===== config.mk =====
export PLATFORM = sky130hd
export DESIGN_NAME = lfsr_gen
export DESIGN_NICKNAME = d
export VERILOG_FILES = /design/src/rtl/lfsr_gen.sv
export SDC_FILE = /design/constraint.sdc
export NUM_CORES = 1
export LEC_CHECK = 0
export CAP_MARGIN = 25
export CORE_ASPECT_RATIO = 0.7
export CORE_MARGIN = 5
export CORE_UTILIZATION = 25
export CTS_BUF_LIST = sky130_fd_sc_hd__clkbuf_16
export DETAILED_ROUTE_END_ITERATION = 6
export HOLD_SLACK_MARGIN = 0.15
export SETUP_SLACK_MARGIN = 0.3
export SYNTH_ARGS = -nofsm -noshare
export SYNTH_HDL_FRONTEND = slang
export SYNTH_SLANG_ARGS = --single-unit

===== constraint.sdc =====
create_clock -name clk -period 4.5 [get_ports clk]
set_input_delay 0.45 -clock clk [delete_from_list [all_inputs] [get_ports clk]]
set_output_delay 0.45 -clock clk [all_outputs]
set_load 0.01 [all_outputs]

===== src/rtl/lfsr_gen.sv =====
// Parametrised Galois LFSR with free-run and counted-burst stepping, zero-lock
// recovery and period-wrap detection against the last loaded seed.
module lfsr_gen #(
  parameter int unsigned        WIDTH = 26,
  parameter logic [WIDTH-1:0]   POLY  = WIDTH'('h183),
  parameter logic [WIDTH-1:0]   SEED  = WIDTH'(1),
  parameter int unsigned        CW    = 16
) (
  input  logic             clk,
  input  logic             rst,
  input  logic             en,
  input  logic             load,
  input  logic [WIDTH-1:0] din,
  input  logic             burst_start,
  input  logic [CW-1:0]    burst_len,
  output logic [WIDTH-1:0] q,
  output logic             out_bit,
  output logic             valid,
  output logic             busy,
  output logic             done,
  output logic             wrap,
  output logic             zero_fix
);

  typedef enum logic [0:0] {StIdle, StBurst} state_e;

  state_e           state_q;
  logic [WIDTH-1:0] lfsr_q;
  logic [WIDTH-1:0] seed_q;
  logic [CW-1:0]    cnt_q;
  logic             valid_q, done_q, wrap_q, zero_fix_q;
  logic [WIDTH-1:0] nxt;

  always_comb begin
    nxt = {lfsr_q[WIDTH-2:0], 1'b0} ^ (lfsr_q[WIDTH-1] ? POLY : '0);
  end

  always_ff @(posedge clk or posedge rst) begin
    if (rst) begin
      state_q    <= StIdle;
      lfsr_q     <= SEED;
      seed_q     <= SEED;
      cnt_q      <= '0;
      valid_q    <= 1'b0;
      done_q     <= 1'b0;
      wrap_q     <= 1'b0;
      zero_fix_q <= 1'b0;
    end else begin
      valid_q    <= 1'b0;
      done_q     <= 1'b0;
      wrap_q     <= 1'b0;
      zero_fix_q <= 1'b0;
      if (load) begin
        // A zero seed would lock the register, so substitute the default.
        if (din != '0) begin
          lfsr_q <= din;
          seed_q <= din;
        end else begin
          lfsr_q     <= SEED;
          seed_q     <= SEED;
          zero_fix_q <= 1'b1;
        end
        state_q <= StIdle;
        cnt_q   <= '0;
      end else if (lfsr_q == '0) begin
        lfsr_q     <= SEED;
        zero_fix_q <= 1'b1;
      end else begin
        case (state_q)
          StIdle: begin
            if (burst_start) begin
              if (burst_len != '0) begin
                cnt_q   <= burst_len;
                state_q <= StBurst;
              end else begin
                done_q <= 1'b1;
              end
            end else if (en) begin
              lfsr_q  <= nxt;
              valid_q <= 1'b1;
              wrap_q  <= (nxt == seed_q);
            end
          end
          StBurst: begin
            lfsr_q  <= nxt;
            valid_q <= 1'b1;
            wrap_q  <= (nxt == seed_q);
            if (cnt_q != '0) begin
              cnt_q <= cnt_q - CW'(1);
            end
            if (cnt_q <= CW'(1)) begin
              state_q <= StIdle;
              done_q  <= 1'b1;
            end
          end
          default: state_q <= StIdle;
        endcase
      end
    end
  end

  assign q        = lfsr_q;
  assign out_bit  = lfsr_q[WIDTH-1];
  assign valid    = valid_q;
  assign busy     = (state_q == StBurst);
  assign done     = done_q;
  assign wrap     = wrap_q;
  assign zero_fix = zero_fix_q;

endmodule


**Yosys cells after proc, flatten, opt, wreduce, memory -nomap -nowiden**

Cells that the tools add are included.

- Bits in registers: 73
- Input port bits: 47
- Output and inout port bits: 32
- Logic and storage cells: 63

- Add/subtract/negate cells: 1
- Magnitude comparators: 1
- Eq/ne operators: 7
- Multiplexer cells: 38
- Bitwise gates (word level): 2
- Reductions and logical operators: 6

Operators with widths:

| cell | count |
|---|---|
| $mux W26 | 5 |
| $mux W16 | 5 |
| $pmux W26 S2 | 1 |
| $pmux W16 S2 | 1 |
| $reduce_bool A16 Y1 | 2 |
| $eq A26 B26 Y1 | 1 |
| $logic_not A26 Y1 | 1 |
| $reduce_bool A26 Y1 | 1 |
| $xor A26 B9 Y26 | 1 |
| $mux W1 | 21 |
| $le A16 B1 Y1 const B | 1 |
| $sub A16 B1 Y16 const B | 1 |
| $mux W9 | 1 |
| $ne A4 B4 Y1 const B | 2 |
| $pmux W1 S2 | 4 |
| $ne A3 B3 Y1 const B | 2 |
| $reduce_and A4 Y1 | 1 |
| $ne A3 B2 Y1 const B | 1 |
| $ne A2 B2 Y1 const B | 1 |
| $reduce_and A2 Y1 | 1 |
| $not A1 Y1 | 1 |

**Depth between registers and ports, before layout**

- Depth after elaboration: 8
- Mapped depth: 8
- Depth with buffers taken out: 7

**Worst setup path after synthesis**

Ideal clock, no wire load.

- Path kind: flip-flop to flip-flop
- Start point: register cnt_q[0]
- End point: register cnt_q[14]
- Setup time: 0.142 ns
- Arrival: 1.810 ns
- Data required time: 4.358 ns
- Setup slack: 2.548 ns
- Cell stages (with the launch flop): 9
- Path buffers: 1
- Period minus slack after synthesis: 1.952 ns
- Path through: dfrtp_1 > inv_1 > ha_1 > or3b_2 > clkbuf_1 > nor3_2 > inv_1 > o2111ai_1 > o221ai_1

- Cells in the longest elaborated chain, start to end: 5
- Elaborated cells between the ends (all ways): 8
- Classes of those cells: 1 x add/sub; 1 x eq/ne; 4 x mux; 2 x reduce/logical

RTL lines:

| element | RTL line | text |
|---|---|---|
| start, declared | 30 | `logic [CW-1:0] cnt_q;` |
| start signal, assigned | 73 | `cnt_q <= burst_len;` |
| start signal, assigned | 89 | `cnt_q <= cnt_q - CW'(1);` |
| $sub A16 B1 Y16 | 89 |  |
| $mux W16 | 88 | `if (cnt_q != '0) begin` |
| $pmux W16 S2 | 69 | `case (state_q)` |
| $mux W16 | 65 | `end else if (lfsr_q == '0) begin` |
| $mux W16 | 53 | `if (load) begin` |

Parallel ways exist; a longest one is shown, timed or not. The select of a mux whose other input is x is not followed.
A chain may end at the register's enable or synchronous reset.

**Worst setup path after layout**

- Start point: register lfsr_q[25], in the netlist q[25]
- End point: register cnt_q[2]

- Cells in the longest elaborated chain, start to end: 3

RTL lines:

| element | RTL line | text |
|---|---|---|
| start, declared | 28 | `logic [WIDTH-1:0] lfsr_q;` |
| start signal, assigned | 56 | `lfsr_q <= din;` |
| start signal, assigned | 79 | `lfsr_q <= nxt;` |
| start signal, assigned | 85 | `lfsr_q <= nxt;` |
| $logic_not A26 Y1 | 65 |  |
| $ne A2 B2 Y1 (no line) | n/a |  |
| $reduce_and A4 Y1 (no line) | n/a |  |

Every way passes these cells.

==> summary.txt <==
Layout
  – Reg area: approximately 1800 µm²
  – Final #Nets: roughly 540
  – N_diodes: 0
  – Multi-input logic area: 1920 µm²
  – Commonest non-fill, non-tap cell in the layout: clkdlybuf4s50_1
  – Most frequent cells in the layout: clkdlybuf4s50_1 (78), dfrtp_1 (71), o21ai_0 (49), nand2_1 (39), inv_1 (32)
  – Fill count: 1564
  – Layout cell share with drive strength beyond 1: 6.90%
  – Area Overhead vs Synth: 32.3%
  – Final core occ: 33.9%

Routing
  – DR iter-0 viols: 318
  – Met1 WL: 6380 µm
  – Met2 wire len: about 5700 µm
  – Met3 wire length: 667 µm
  – WL/cell: 18.6 µm
  – Uppermost layer routed: met4
  – TritonRoute pass-1 iters: 5
  – ANT nets after route: 0
  – Post-Route WL: 12900 µm
  – DRC errors left: 0
  – DR vias: 3617
  – Vias per std cell: 5.22

Worst setup path
  – CP endpoint kind: flop
  – Critical Path RT: approximately 4700 ps
  – Cell Chain, Critical Path: nor4_1 -> and4_1 -> a21oi_1 -> buf_4 -> nand3_1 -> o221ai_1
  – CP Max Fanout: 21
  – CP max stage cell: dfrtp_1
  – Crit path largest cell delay: 570 ps
  – Critical path arrival: 2860 ps
  – Setup crit start kind: flop
  – Critical path class: reg -> reg

Synthesis
  – Cell area after synthesis: ~4000 µm²
  – Number of flops mapped to enable cells by yosys: 0
  – Synthesized net count: 468
  – Ys async rst share: 100%
  – Post-synthesis area per instance: around 9.5 µm²
  – Top_reg_cell synth: dfrtp_1
  – Area leader, netlist: dfrtp_1
  – Unique masters post-synth: 58
  – Seq/Total Area, Yosys: 45.9%
  – Syn Inst Count: 418
  – Synth Warn #: 0
  – Dominant cells by area after synthesis: dfrtp_1 (45%), o21ai_0 (6.2%), xor2_1 (5.3%)
  – Synth Register Bits: 73
  – Yosys top cell area share: 44.6%

Timing
  – RSZ-0062 raised after global routing: false
  – Hold Fails Final Rpt: 0
  – Fmax: 0.372 GHz
  – Total Negative Setup Slacks: 0 ps
  – Max Clock Skew: about 10 ps
  – Part of the cycle the worst path needs: 59.7%
  – Min Clock Period, post-route: 2680 ps
  – Count of pins over their slew limit: 0
  – Max-slew headroom: 40.8%
  – Final setup vio count: 0
  – Measured slew at the worst slew-check pin: 888 ps
  – Worst setup margin: 1820 ps

Die
  – Die Wd: 161 µm
  – IO Count: slightly below 80
  – Full die area: 18600 µm²
  – Die Y: 116 µm
  – Core footprint: 15500 µm²
  – Cell row count: 38
  – Initial Util: 25.6%

Power and ir drop
  – Maximum vdd ir drop: ~0.16 mV
  – Static leakage: around 0.0022 µW
  – Pwr per Cell Area: 394 nW/µm²
  – Power, Total: 2080 µW

Clock network
  – Post CTS Setup Buffer Count: 0
  – Post-cts sizing count: 0
  – CTS Buf Count: 9
  – CTS Hold Buffers Added: 0
  – H-tree levels: 3
  – Skew-Pair Late Insertion Delay: 330 ps
  – Number of buffers on the longest clock path: 2
  – CTS tree: yes
  – Clock sink total: 73
  – Worst-path clk slew: 60 ps
  – Clock root buffer: clkbuf_16

Global routing
  – Gr usage total: 14.0%
  – Initial antenna violation count: 0
  – Largest net degree at the start of global routing: 48
  – Vias in the first global route: 3682
  – GRT overflow: 0
  – First-pass GRT wire length: 20500 µm

Placed design
  – Routability Congestion: 0.894
  – Port buffer count: 78
  – Place WS: 1640 ps
  – Hpwl dp: 9410 µm

Status
  – Status: completed

Min path
  – Hold Crit Class: in -> async

Job
  – Max-cap violations: 0
-- per-stage QoR --
stage | cells | hold slack [ps] | instance area (µm²)
finish | 693 | 472 | 5270
CTS | 692 | 517 | 5250
floorplan | 418 | 471 | 3990
global placement | 676 | 490 | 4930
global route | 693 | 526 | 5270
detailed placement | 676 | 506 | 4930
-- sequential cells by signal (all words and copies together), names as in the netlist --
signal / flops
zero_fix: 1
done: 1
seed_q: 26
cnt_q: 16
q: 26
busy: 1
valid: 1
wrap: 1
-- metal layers --
layer  global-route usage (%)  up-vias
li1                         -     1668
met1                     20.0     1813
met2                     21.1      119
met3                     3.41       17
met4                     4.32        0
met5                        0        -
-- cells by family after synthesis --
family / count (synthesis) / synth area share, %
buffers and inverters: 57 / 6.03
AND/OR/NAND/NOR: 119 / 16.6
AO/OA/AOI/OAI: 121 / 20.1
multiplexers: 14 / 3.55
adder cells (fa/ha/maj): 3 / 0.942
XOR/XNOR: 31 / 6.81
flip-flops: 73 / 45.9
-- cells in the mapped netlist, drive strengths merged, types with 4 or more instances --
master,n
dfrtp,71
o21ai,52
nand2,39
inv,33
nor4,26
xor2,24
a2bb2oi,18
a21oi,17
nor2,15
clkbuf,14
mux2i,13
buf,10
nand4,8
o221ai,8
xnor2,7
and3,5
nand3,5
nor3,5
o2bb2ai,4
-- final timing paths --
kind                           start   endpoint  slack [ps]  cells after the start
max reg2reg                    q[25]   cnt_q[2]        1820                      6
min in group clk           seed_q[0]  seed_q[0]         520                      2
max                            q[25]   cnt_q[2]        1820                      6
min reg2reg                seed_q[0]  seed_q[0]         520                      2
max in group asynchronous        rst      q[16]        3090                      4
min                              rst      valid         470                      2
-- layout make-up --
cell class	instances	area share, %
repair buffers	83	15.8
clock buffers	9	4.27
inverters	33	2.35
well taps	200	4.75
clock inverters	7	1.78
multi-input cells	288	36.4
flip-flops and latches	73	34.7
-- critical path: cells and delay by family, from the launching register on --
family,cells,cell delay [ps]
and+or+nand+nor,3,1410
AOI/OAI and AO/OA,2,310
buffers and inverters,1,230
DFF,1,570
-- power by group --
group / internal (µW) / total [µW] / leakage [µW] / switching (µW)
Combinational: 229 / 473 / 0.00112 / 243
Clock: 486 / 773 / 0.000155 / 287
Sequential: 727 / 832 / 0.000902 / 105
Note: power is estimated with default switching activity, not from simulation.
